$ cat config.mk
export PLATFORM = sky130hd
export DESIGN_NAME = fetch_unit_flat
export DESIGN_NICKNAME = d
export VERILOG_FILES = /design/src/rtl/cpu_pkg.sv /design/src/rtl/fetch_unit_if.sv /design/src/rtl/fetch_fifo.sv /design/src/rtl/fetch_unit.sv /design/src/flat_wrapper.sv
export SDC_FILE = /design/constraint.sdc
export NUM_CORES = 1
export LEC_CHECK = 0
export ABC_AREA = 1
export BUFFER_PORTS_ARGS = -buffer_cell sky130_fd_sc_hd__buf_2
export CORE_MARGIN = 2
export CORE_UTILIZATION = 45
export CTS_BUF_LIST = sky130_fd_sc_hd__clkbuf_8
export DETAILED_ROUTE_END_ITERATION = 10
export GPL_TIMING_DRIVEN = 0
export PLACE_DENSITY_LB_ADDON = 0.25
export SLEW_MARGIN = 0
export SYNTH_ARGS = -nofsm -noshare
export SYNTH_HDL_FRONTEND = slang
export SYNTH_SLANG_ARGS = --single-unit
$ cat constraint.sdc
create_clock -name clk -period 13.35 [get_ports clk]
set_input_delay 1.335 -clock clk [delete_from_list [all_inputs] [get_ports clk]]
set_output_delay 1.335 -clock clk [all_outputs]
set_load 0.02 [all_outputs]
$ cat src/rtl/cpu_pkg.sv
// Shared CPU definitions: instruction width, NOP encoding, fetch FSM states
// and the {pc, instruction} record carried through the fetch buffer.
package cpu_pkg;

    localparam int unsigned XLEN       = 32;
    localparam int unsigned INSTR_W    = 32;
    localparam int unsigned FIFO_DEPTH = 2;

    localparam logic [INSTR_W-1:0] NOP = 32'h0000_0000;

    typedef enum logic {
        ST_FETCH = 1'b0,
        ST_HOLD  = 1'b1
    } fetch_state_t;

    typedef struct packed {
        logic [XLEN-1:0]    pc;
        logic [INSTR_W-1:0] instr;
    } fetch_entry_t;

    function automatic logic [XLEN-1:0] word_align(input logic [XLEN-1:0] addr);
        return {addr[XLEN-1:2], 2'b00};
    endfunction

endpackage

$ cat src/rtl/fetch_unit_if.sv
// Instruction memory request/acknowledge bus between the fetch unit and imem.
interface fetch_unit_if;
    import cpu_pkg::*;

    logic               imem_req;
    logic [XLEN-1:0]    imem_addr;
    logic               imem_ack;
    logic [INSTR_W-1:0] imem_rdata;

    modport master (
        output imem_req,
        output imem_addr,
        input  imem_ack,
        input  imem_rdata
    );

    modport slave (
        input  imem_req,
        input  imem_addr,
        output imem_ack,
        output imem_rdata
    );

endinterface

$ cat src/rtl/fetch_fifo.sv
// Two-entry {pc, instruction} buffer with flush; the head reads as all-zero
// (NOP at pc 0) whenever the buffer is empty.
module fetch_fifo
    import cpu_pkg::*;
(
    input  logic         clk,
    input  logic         rst,
    input  logic         push,
    input  logic         pop,
    input  logic         flush,
    input  fetch_entry_t push_entry,
    output fetch_entry_t head_entry,
    output logic [1:0]   count
);

    fetch_entry_t slot [FIFO_DEPTH];
    logic         head_reg;
    logic         tail_reg;
    logic [1:0]   count_reg;
    logic         push_ok;
    logic         pop_ok;

    // Full buffer accepts a push only when the head leaves in the same cycle.
    assign pop_ok  = pop && !flush && (count_reg != 2'd0);
    assign push_ok = push && !flush && ((count_reg != 2'd2) || pop_ok);

    generate
        for (genvar gi = 0; gi < FIFO_DEPTH; gi++) begin : g_slot
            fetch_entry_t slot_reg;

            always_ff @(posedge clk or posedge rst) begin
                if (rst) begin
                    slot_reg <= '0;
                end else if (push_ok && (tail_reg == 1'(gi))) begin
                    slot_reg <= push_entry;
                end
            end

            assign slot[gi] = slot_reg;
        end
    endgenerate

    always_ff @(posedge clk or posedge rst) begin
        if (rst) begin
            head_reg  <= 1'b0;
            tail_reg  <= 1'b0;
            count_reg <= 2'd0;
        end else if (flush) begin
            head_reg  <= 1'b0;
            tail_reg  <= 1'b0;
            count_reg <= 2'd0;
        end else begin
            if (push_ok) begin
                tail_reg <= ~tail_reg;
            end
            if (pop_ok) begin
                head_reg <= ~head_reg;
            end
            case ({push_ok, pop_ok})
                2'b10:   count_reg <= count_reg + 2'd1;
                2'b01:   count_reg <= count_reg - 2'd1;
                default: count_reg <= count_reg;
            endcase
        end
    end

    assign head_entry = (count_reg != 2'd0) ? slot[head_reg] : '0;
    assign count      = count_reg;

endmodule

$ cat src/rtl/fetch_unit.sv
// Instruction fetch: sequential PC generation, imem handshake, two-deep
// prefetch buffer feeding IF/ID, and branch redirect/flush.
module fetch_unit
    import cpu_pkg::*;
#(
    parameter logic [XLEN-1:0] RESET_PC = 32'h0000_0000
)
(
    input  logic               clk,
    input  logic               rst,
    input  logic               stall,
    input  logic               redirect,
    input  logic [XLEN-1:0]    redirect_pc,
    fetch_unit_if.master       bus,
    output logic [INSTR_W-1:0] if_instruction,
    output logic [XLEN-1:0]    if_pc,
    output logic               if_valid
);

    fetch_state_t    state_reg;
    fetch_state_t    state_next;
    logic [XLEN-1:0] fpc_reg;
    logic [XLEN-1:0] fpc_next;
    logic            push;
    logic            pop;
    logic [1:0]      count;
    logic [1:0]      count_next;
    fetch_entry_t    push_entry;
    fetch_entry_t    head_entry;

    assign if_valid   = (count != 2'd0);
    assign pop        = if_valid && !stall && !redirect;
    // FETCH implies count < 2, so an accepted ack can always be buffered.
    assign push       = (state_reg == ST_FETCH) && bus.imem_ack && !redirect;
    assign push_entry = '{pc: fpc_reg, instr: bus.imem_rdata};

    fetch_fifo u_fifo (
        .clk        (clk),
        .rst        (rst),
        .push       (push),
        .pop        (pop),
        .flush      (redirect),
        .push_entry (push_entry),
        .head_entry (head_entry),
        .count      (count)
    );

    always_ff @(posedge clk or posedge rst) begin
        if (rst) begin
            state_reg <= ST_FETCH;
            fpc_reg   <= RESET_PC;
        end else begin
            state_reg <= state_next;
            fpc_reg   <= fpc_next;
        end
    end

    always_comb begin
        fpc_next   = fpc_reg;
        state_next = state_reg;
        count_next = count;
        if (redirect) begin
            fpc_next   = word_align(redirect_pc);
            state_next = ST_FETCH;
        end else begin
            if (push) begin
                fpc_next = fpc_reg + 32'd4;
            end
            case ({push, pop})
                2'b10:   count_next = count + 2'd1;
                2'b01:   count_next = count - 2'd1;
                default: count_next = count;
            endcase
            state_next = (count_next == 2'd2) ? ST_HOLD : ST_FETCH;
        end
    end

    // The request is masked while reset is held so no transaction starts in reset.
    assign bus.imem_req  = (state_reg == ST_FETCH) && !rst;
    assign bus.imem_addr = word_align(fpc_reg);

    assign if_instruction = (count != 2'd0) ? head_entry.instr : NOP;
    assign if_pc          = (count != 2'd0) ? head_entry.pc : '0;

endmodule

$ cat src/flat_wrapper.sv
// flat-port wrapper written by rule: the top's interface ports become plain ports
module fetch_unit_flat import cpu_pkg::*;
#(
    parameter logic [XLEN-1:0] RESET_PC = 32'h0000_0000
)
  (clk, rst, stall, redirect, redirect_pc, if_instruction, if_pc, if_valid, bus_imem_req, bus_imem_addr, bus_imem_ack, bus_imem_rdata);
  fetch_unit_if bus_i ();
  input  logic clk;
  input  logic rst;
  input  logic stall;
  input  logic redirect;
  input  logic [XLEN-1:0] redirect_pc;
  output logic [INSTR_W-1:0] if_instruction;
  output logic [XLEN-1:0] if_pc;
  output logic if_valid;
  output wire logic [$bits(bus_i.imem_req)-1:0] bus_imem_req;
  output wire logic [$bits(bus_i.imem_addr)-1:0] bus_imem_addr;
  input wire logic [$bits(bus_i.imem_ack)-1:0] bus_imem_ack;
  input wire logic [$bits(bus_i.imem_rdata)-1:0] bus_imem_rdata;
  assign bus_imem_req = bus_i.imem_req;
  assign bus_imem_addr = bus_i.imem_addr;
  assign bus_i.imem_ack = bus_imem_ack;
  assign bus_i.imem_rdata = bus_imem_rdata;
  fetch_unit #(.RESET_PC(RESET_PC)) u_core (.clk(clk), .rst(rst), .stall(stall), .redirect(redirect), .redirect_pc(redirect_pc), .bus(bus_i), .if_instruction(if_instruction), .if_pc(if_pc), .if_valid(if_valid));
endmodule
=== Word level (Yosys, flattened, before mapping) ===
Index checks and enable logic that the tools add are counted.

* Register bits after elaboration: 165
* Word-level logic and storage cells: 60

* Add/subtract/negate cells: 3
* Order comparisons: 1
* Eq/ne operators: 6
* Mux-type cells: 17
* Bitwise gates (word level): 4
* Reductions and logical operators: 20

{| class="wikitable"
|+ Operator list
! operator !! count
|-
| 2-to-1 mux 64 bit || 3
|-
| 2-to-1 mux 32 bit || 4
|-
| adder 32 x 3 -> 32 bit, second input constant || 1
|-
| logical AND 1 bit || 11
|-
| case mux 2 bit (2 select lines) || 2
|-
| nonzero test 2 bit || 4
|-
| equality test 2 bit, second input constant || 3
|-
| 2-to-1 mux 1 bit || 6
|-
| equality test 2 x 1 -> 1 bit, second input constant || 2
|-
| 2-to-1 mux 2 bit || 2
|-
| logical NOT 1 bit || 3
|-
| inverter 1 bit || 3
|-
| nonzero test 3 bit || 1
|-
| adder 2 x 1 -> 2 bit, second input constant || 1
|-
| greater-or-equal comparator 2 bit, second input constant || 1
|-
| inequality test 2 bit, second input constant || 1
|-
| inverter 1 -> 2 bit || 1
|-
| subtractor 2 x 1 -> 2 bit, second input constant || 1
|-
| logical OR 1 bit || 1
|}

=== Logic depth before layout (Yosys ltp) ===
Gate-level depths: netlist of the first run.

* Word-level depth: 10
* Gate-level depth with buffers: 11

=== By module ===
A second synthesis of the first run with hierarchy kept.

* Cells, all modules: 1,216
* Area, all modules: 8,919.8 um^2

{| class="wikitable"
|+ Modules (own cells, without submodules)
! module !! times used !! cells each !! area an instance (um^2)
|-
| fetch_fifo || 1 || 727 || 6,123.4
|-
| fetch_unit || 1 || 489 || 2,796.4
|}

=== Worst setup path before layout of the first run ===
Ideal clock, no wire load.

* Kind: in2out
* From: input rst
* To: output bus_imem_req
* Arrival: 1,615 ps
* Slack: 10,400 ps
* Stages on the path: 1
* Buffers on the path: 0
* Cell sequence: nor2_1

* Longest elaborated chain between the ends: 2

{| class="wikitable"
|+ RTL lines
! what !! RTL line !! RTL
|-
| from (decl) || flat_wrapper.sv:9 || <nowiki>input logic rst;</nowiki>
|-
| logical NOT 1 bit (no source line) || -- ||
|-
| logical AND 1 bit || fetch_unit.sv:79 || <nowiki>assign bus.imem_req = (state_reg == ST_FETCH) && !rst;</nowiki>
|-
| to (decl) || flat_wrapper.sv:16 || <nowiki>output wire logic [$bits(bus_i.imem_req)-1:0] bus_imem_req;</nowiki>
|}

Every way passes these cells.

=== Worst setup path in the final report of the first run ===
* From: register u_core.u_fifo.count_reg[1], in the netlist u_core.u_fifo.count[1]
* To: output if_pc[29]

* Longest elaborated chain between the ends: 2

{| class="wikitable"
|+ RTL lines
! what !! RTL line !! RTL
|-
| from (decl) || fetch_fifo.sv:19 || <nowiki>logic [1:0] count_reg;</nowiki>
|-
| from (signal assigned) || fetch_fifo.sv:60 || <nowiki>2'b10: count_reg <= count_reg + 2'd1;</nowiki>
|-
| from (signal assigned) || fetch_fifo.sv:61 || <nowiki>2'b01: count_reg <= count_reg - 2'd1;</nowiki>
|-
| from (signal assigned) || fetch_fifo.sv:62 || <nowiki>default: count_reg <= count_reg;</nowiki>
|-
| nonzero test 2 bit || fetch_fifo.sv:67, fetch_unit.sv:83 ||
|-
| 2-to-1 mux 32 bit || fetch_unit.sv:83 || <nowiki>assign if_pc = (count != 2'd0) ? head_entry.pc : '0;</nowiki>
|-
| to (decl) || flat_wrapper.sv:14 || <nowiki>output logic [XLEN-1:0] if_pc;</nowiki>
|}

Every way passes these cells.

==> impl_metrics.py, run 1 <==
metrics = {
    "setup_path": {
        "crit_slowest_cell": "dfrtp_1",
        "crit_required_ns": 12.02,
        "cp-start-kind": "register",
        "critPathMaxStageDelay_ns": 0.40,
        "crit_top_cell": "inv_1",
        "reg2reg_to": "u_core.u_fifo.g_slot[1].slot_reg[39]",
        "reg2reg_from": "u_core.u_fifo.count[1]",
        "worstPathArrival_ns": 2.39,
        "worstSetupPathType": "reg2out",
        "cp-end-kind": "primary output",
        "cp.buffers_inverters": 4,
        "ff2ff_setup_slack_ns": 11.26,
        "cp_max_fo": 10,
        "rr_worst_depth": 10,
        "crit_path_cell_trace": "inv_1 -> ha_1 -> inv_1 -> clkbuf_1 -> o21ai_0 -> a21oi_1 -> buf_2",
        "critPathTopFamily": "buffers and inverters",
    },
    "sta": {
        "max_freq_mhz": 269,
        "slew_headroom_pct": 53.3,
        "skew_ns": 0.0114,
        "tightest_slew_ns": 0.700,
        "min_period_over_period_pct": 27.9,
        "slew_violations": 0,
        "rsz0062_at_grt": "false",
        "hold_violations": 0,
        "fin_crit_ns": 3.72,
        "finalSetupViolCount": 0,
        "setup_tns_ns": 0,
    },
    "synthesis": {
        "ys_types": 30,
        "ys_seq_elements": 159,
        "syn_avg_cell_area_um2": 7.66,
        "synth.top_cell.area_share_pct": 49.7,
        "yosysWarnings": 0,
        "synth_largest_area_cell": "dfrtp_1",
        "synthCells": 1045,
        "synthTopCellsByArea": "dfrtp_1, nand2_1, o21ai_0",
        "syn-cell-area_mm2": 0.00800,
        "seq_area_frac_synth_pct": 49.7,
    },
    "floorplan": {
        "die-area_mm2": 0.0189,
        "core_mm2": 0.0174,
        "die_y_um": 137,
        "start_util_pct": 46.1,
        "fp-row-count": 48,
        "ios": 167,
        "die_w_um": 137,
    },
    "hold_path": {
        "hold_path_end": "u_core.u_fifo.g_slot[0].slot_reg[42]",
        "hp-start": "u_core.u_fifo.g_slot[0].slot_reg[42]",
        "whs_path_depth": 2,
        "hp-class": "reg2reg",
    },
    "place": {
        "place_hpwl_mm": 17.0,
        "place.gp.congestion": 0.896,
        "placement.io_buffers": 160,
        "dp.cells": 1434,
    },
    "route": {
        "wirelength_mm": 23.1,
        "dr.pass1.iters": 6,
        "drtIter0Drc": 600,
        "vias_per_cell": 5.19,
        "drc": 0,
        "vias": 7617,
        "wl_per_cell_um": 15.7,
        "drtAntennaViolNets": 0,
    },
    "layout": {
        "nets": 1302,
        "drive_gt1_share_pct": 18.3,
        "syn_to_final_growth_pct": 18.9,
        "finalNonFillerCells": 1467,
        "final_cell_mix": "nand2_1, buf_2, dfrtp_1",
        "final_common_cell": "nand2_1",
        "largest_reg_flops": 124,
    },
    "grt": {
        "grt-ovfl-total": 0,
        "grt_use_met2_pct": 38.7,
        "met1_usage_pct": 35.9,
        "grt_max_degree": 124,
        "grt_pass1_wl_mm": 36.5,
        "first_global_vias": 7099,
        "grt_use_met3_pct": 4.89,
        "antenna_found_initial": 1,
        "grt_usage_pct": 25.1,
        "gr-max-usage-layer": "met2",
    },
    "clock_tree": {
        "postCtsSetupRepairBufs": 0,
        "cts_tree": "yes",
        "path_clk_slew_ns": 0.08,
        "clk_path_buf_depth": 2,
        "cts_resized": 0,
        "clkLatencyLatePin_ns": 0.46,
        "clockRootBuffer": "clkbuf_8",
        "cts_sinks": 159,
        "htree_levels": 4,
        "cts_hold_buf": 0,
        "cts_buffers": 17,
    },
    "run": {
        "maxCapViolCount": 0,
    },
    "outcome": {
        "outcome": "finished, final reports clean",
    },
    "power": {
        "peakVddDrop_v": 0.0000926,
        "p_leak_nw": 4.81,
        "power.density_mw_per_mm2": 206,
    },
}
synth_stat cells (all sizes together):
| master | number |
|---|---|
| or2 | 1 |
| conb | 1 |
| nor3 | 1 |
| o21a | 22 |
| clkinv | 1 |
| o221ai | 2 |
| clkbuf | 32 |
| a31oi | 1 |
| o21ai | 184 |
| o211ai | 6 |
| dfrtp | 159 |
| nand2 | 315 |
| o21bai | 3 |
| nand4 | 1 |
| buf | 26 |
| ha | 5 |
| inv | 101 |
| a21oi | 47 |
| nand3 | 39 |
| xor2 | 8 |
| nor2 | 90 |
layer usage:
metal	routed length, um	share of wire, %	up-vias
met5	0	0	-
met4	472	2.0	0
met3	1600	6.9	40
met2	10500	45	298
met1	10600	46	3571
li1	-	-	3708
report_power, final:
group	internal, mW	leakage [nW]	switching [mW]
clock network	0.173	0.207	0.179
registers	0.682	1.96	0.104
logic	0.273	2.64	0.554
how the worst max path moves through the flow:
| stage | from | to | slack [ns] | cells after the start |
|---|---|---|---|---|
| final | u_core.u_fifo.count[1] | if_pc[29] | 9.63 | 7 |
| after global routing | u_core.u_fifo.count[0] | if_pc[29] | 9.45 | 7 |
| after CTS | u_core.u_fifo.count[1] | if_pc[28] | 9.60 | 7 |
| after detailed placement | u_core.u_fifo.count[1] | if_pc[30] | 10.11 | 7 |
| after global placement | rst | u_core.u_fifo.g_slot[0].slot_reg[16] | 5.77 | 2 |
| after floorplan | rst | u_core.fpc_reg[10] | 7.72 | 1 |
cells by family after synthesis:
kind of cell / after synthesis / synth area share (%)
simple gates: 447 / 22.2
compound gates: 265 / 17.7
buf+inv: 160 / 8.68
flops: 159 / 49.7
xor+xnor: 8 / 0.876
fa+ha+maj: 5 / 0.782
other cells: 1 / 0.0469
tightest hold or removal path, delay by kind of cell (launching register included):
family           cells  cell delay, ns
flip-flops           1            0.35
AND/OR/NAND/NOR      2            0.09
final cells by class:
class,count,area [um2]
inverters,102,393
plain buffers,58,309
multi-input cells,729,3340
fillers,1681,7840
flip-flops and latches,159,3980
clock inverters,13,123
well taps,225,282
repair buffers,161,828
clock buffers,19,262
diodes,1,2.50
through the flow:
stage / hold slack [ns] / setup slack [ns] / total power [mW] / utilization (%) / area [um2]
after floorplan: 0.437 / 7.72 / 1.33 / - / 8010
after global placement: 0.450 / 5.77 / 1.59 / 52.4 / 9090
after detailed placement: 0.456 / 10.11 / 1.62 / 52.6 / 9130
after CTS: 0.476 / 9.60 / 1.97 / 54.8 / 9510
after global routing: 0.499 / 9.45 / 2.11 / 54.8 / 9520
final: 0.474 / 9.63 / 1.96 / 54.8 / 9520
Power figures use the tool's default switching activity.
==> run 2: changes to the inputs <==
--- a/config.mk
+++ b/config.mk
@@ -5,7 +5,7 @@
 export SDC_FILE = /design/constraint.sdc
 export NUM_CORES = 1
 export LEC_CHECK = 0
-export ABC_AREA = 1
+export ABC_AREA = 0
 export BUFFER_PORTS_ARGS = -buffer_cell sky130_fd_sc_hd__buf_2
 export CORE_MARGIN = 2
 export CORE_UTILIZATION = 45
==> constraint.sdc (replaced) <==
create_clock -name clk -period 3.8 [get_ports clk]
set_input_delay 0.38 -clock clk [delete_from_list [all_inputs] [get_ports clk]]
set_output_delay 0.38 -clock clk [all_outputs]
set_load 0.02 [all_outputs]
==> run 2 against run 1 <==
  * Combinational power rose to 3.7 times the previous value
  * Largest cell class unchanged
  * Sequential share of layout area grew 1.2 points
  * Worst hold slack lost 0.34 ns
  * Utilization is 1.1 points higher
  * Area after synthesis decreased by 4.9%
  * Critical path type unchanged
==> impl_metrics.py, run 2 <==
metrics = {
    "outcome": {
        "outcome": "finished, final reports clean",
    },
    "synthesis": {
        "yosysWarnings": 0,
        "synthCells": 654,
        "ys_seq_elements": 159,
        "synth_flop_cell": "dfrtp_1",
        "synthTopCellsByArea": "dfrtp_1, mux2_2, mux2i_1",
        "synth_largest_area_cell": "dfrtp_1",
        "synth_most_common_cell": "dfrtp_1",
        "synth_edf_count": 0,
        "netlist_top_cells_count": "dfrtp_1, mux2_2, nor2_1",
        "seq_area_frac_synth_pct": 52.3,
        "syn-cell-area_mm2": 0.00761,
        "ys_types": 45,
        "async_flop_share_pct": 100,
        "synth.top_cell.area_share_pct": 52.3,
        "syn_avg_cell_area_um2": 11.6,
    },
    "route": {
        "drtAntennaViolNets": 0,
        "wl_per_cell_um": 16.7,
        "wirelength_mm": 18.0,
        "drtIter0Drc": 269,
        "vias_per_cell": 5.25,
        "drc": 0,
        "dr.pass1.iters": 4,
        "vias": 5634,
    },
    "setup_path": {
        "crit_top_cell": "clkbuf_1",
        "cp.depth": 6,
        "worstPathArrival_ns": 2.55,
        "critPathMaxStageDelay_ns": 0.53,
        "critPathTopFamily": "buffers and inverters",
        "crit_slowest_cell": "clkbuf_1",
        "ff2ff_setup_slack_ns": 1.15,
        "rr_worst_depth": 7,
        "crit_required_ns": 3.42,
        "cp-end-kind": "primary output",
        "cp-start-kind": "register",
        "cp.buffers_inverters": 4,
        "worstSetupPathType": "reg2out",
        "cp_max_fo": 10,
        "crit_path_cell_trace": "inv_1 -> ha_1 -> clkbuf_1 -> clkbuf_1 -> nor2_1 -> buf_2",
    },
    "sta": {
        "slew_headroom_pct": 45.6,
        "setup_tns_ns": 0,
        "rsz0062_at_grt": "false",
        "slew_violations": 0,
        "fin_crit_ns": 2.93,
        "finalSetupViolCount": 0,
        "min_period_over_period_pct": 77.1,
        "tightest_slew_ns": 0.817,
        "hold_violations": 0,
        "skew_ns": 0.0102,
        "max_freq_mhz": 341,
    },
    "layout": {
        "largest_reg_flops": 124,
        "fill_cells": 1503,
        "finish.instance_area_mm2": 0.00925,
        "n_antenna_cell": 0,
        "nets": 915,
        "finalNonFillerCells": 1074,
        "final_common_cell": "buf_2",
        "final_core_util_pct": 56.0,
        "syn_to_final_growth_pct": 21.6,
        "drive_gt1_share_pct": 39.0,
        "final_cell_mix": "buf_2, dfrtp_1, mux2_2",
    },
    "floorplan": {
        "die_w_um": 134,
        "core_mm2": 0.0165,
        "die_y_um": 134,
        "ios": 167,
        "start_util_pct": 46.0,
        "fp-row-count": 47,
        "die-area_mm2": 0.0180,
    },
    "power": {
        "pwr-share-seq_pct": 38.2,
        "power.density_mw_per_mm2": 789,
        "p_sw_mw": 2.74,
        "pwr-share-comb_pct": 42.3,
        "p_int_mw": 4.56,
        "p_sw_share_pct": 37.5,
        "peakVddDrop_v": 0.000372,
        "p_leak_nw": 4.18,
        "clockPowerShare_pct": 19.4,
    },
    "clock_tree": {
        "cts_hold_buf": 1,
        "cts_tree": "yes",
        "cts_sinks": 159,
        "path_clk_slew_ns": 0.08,
        "htree_levels": 4,
        "clockRootBuffer": "clkbuf_8",
        "clk_path_buf_depth": 2,
        "cts_buffers": 17,
        "cts_resized": 0,
        "postCtsSetupRepairBufs": 0,
        "clkLatencyLatePin_ns": 0.46,
    },
    "place": {
        "dp.cells": 1041,
        "place_hpwl_mm": 12.9,
        "place.gp.congestion": 0.824,
        "placed_cell_area_mm2": 0.00878,
        "placement.io_buffers": 160,
    },
    "grt": {
        "grt_usage_pct": 20.7,
        "first_global_vias": 5477,
        "grt_max_degree": 42,
        "grt-ovfl-total": 0,
        "grt_pass1_wl_mm": 29.1,
        "antenna_found_initial": 0,
    },
    "hold_path": {
        "hp-class": "in2reg",
        "whs_path_depth": 3,
    },
    "run": {
        "maxCapViolCount": 0,
    },
}
run 2: cell count changes in the layout (fill, tap and decap cells not counted), sizes merged, moves of 6 or more:
cell   before  now
buf       187  179
inv       103   11
o31ai       0   10
mux2        0  120
a21oi      47    3
or4         0   15
nand3      39   14
o21a       22    1
nand4       1    7
a31oi       1   15
mux2i       0   65
nand2     315   29
o21ai     184   19
run 2: worst register-to-register path, stage by stage, from the launching register on:
cell      delay (ns)
dfrtp_1         0.39
inv_1           0.13
ha_1            0.23
o21ai_0         0.16
nand3_1         0.20
clkbuf_1        0.47
clkbuf_1        0.56
mux2_2          0.41
run 2: cells by family (layout without fill, tap and decap cells):
family / count (synthesis) / in the layout / share of synthesized area [%]
AOI/OAI and AO/OA: 60 / 60 / 5.02
xor gates and xnor gates: 12 / 12 / 1.38
adders and majority gates: 5 / 5 / 0.823
buffers and inverters: 59 / 256 / 3.24
DFF: 159 / 159 / 52.3
muxes: 185 / 185 / 26.3
other: 1 / 4 / 0.0493
and+or+nand+nor: 173 / 173 / 10.9
run 2: power groups by stage:
stage	clock network (mW)	logic [mW]	registers, mW
5_1_grt	1.52	3.37	2.88
3_5_place_dp	0	3.13	2.83
3_3_place_gp	0	3.08	2.80
2_1_floorplan	0	2.25	2.75
6_report	1.42	3.09	2.79
4_1_cts	1.46	3.14	2.79
run 2: layer usage:
| metal | wire, um | up-vias | share of wire, % | global-route usage [%] |
|---|---|---|---|---|
| li1 | - | 2695 | - | - |
| met1 | 8450 | 2756 | 47 | 29.3 |
| met2 | 8360 | 164 | 46 | 32.7 |
| met3 | 946 | 19 | 5.3 | 3.89 |
| met4 | 223 | 0 | 1.2 | 5.96 |
| met5 | 0 | - | 0 | 0 |
run 2: worst paths after layout:
path	start	endpoint
min	redirect_pc[4]	u_core.fpc_reg[4]
min reg2reg	u_core.u_fifo.g_slot[1].slot_reg[54]	u_core.u_fifo.g_slot[1].slot_reg[54]
min in group asynchronous	rst	u_core.fpc_reg[6]
max	u_core.u_fifo.count[1]	if_pc[9]
max reg2reg	u_core.u_fifo.count[0]	u_core.u_fifo.g_slot[1].slot_reg[15]
max in group asynchronous	rst	u_core.u_fifo.g_slot[0].slot_reg[12]
run 2: stage by stage:
step                      hold WS [ns]  power (mW)  setup WS (ns)
after CTS                       0.0967        7.38          0.764
after detailed placement         0.474        5.95           1.14
after global routing             0.111        7.78          0.663
after floorplan                  0.450        5.00           1.41
after global placement           0.467        5.88          0.330
final                            0.129        7.30          0.869
run 2: area by class of cell:
cell class | count | area (um2) | share of cell area, %
clock inverters | 10 | 158 | 1.70
clock buffers | 22 | 303 | 3.27
well taps | 220 | 275 | 2.98
repair buffers | 165 | 891 | 9.63
flip-flops and latches | 159 | 3980 | 43.0
multi-input cells | 439 | 3390 | 36.7
plain buffers | 47 | 201 | 2.18
inverters | 12 | 48.8 | 0.528
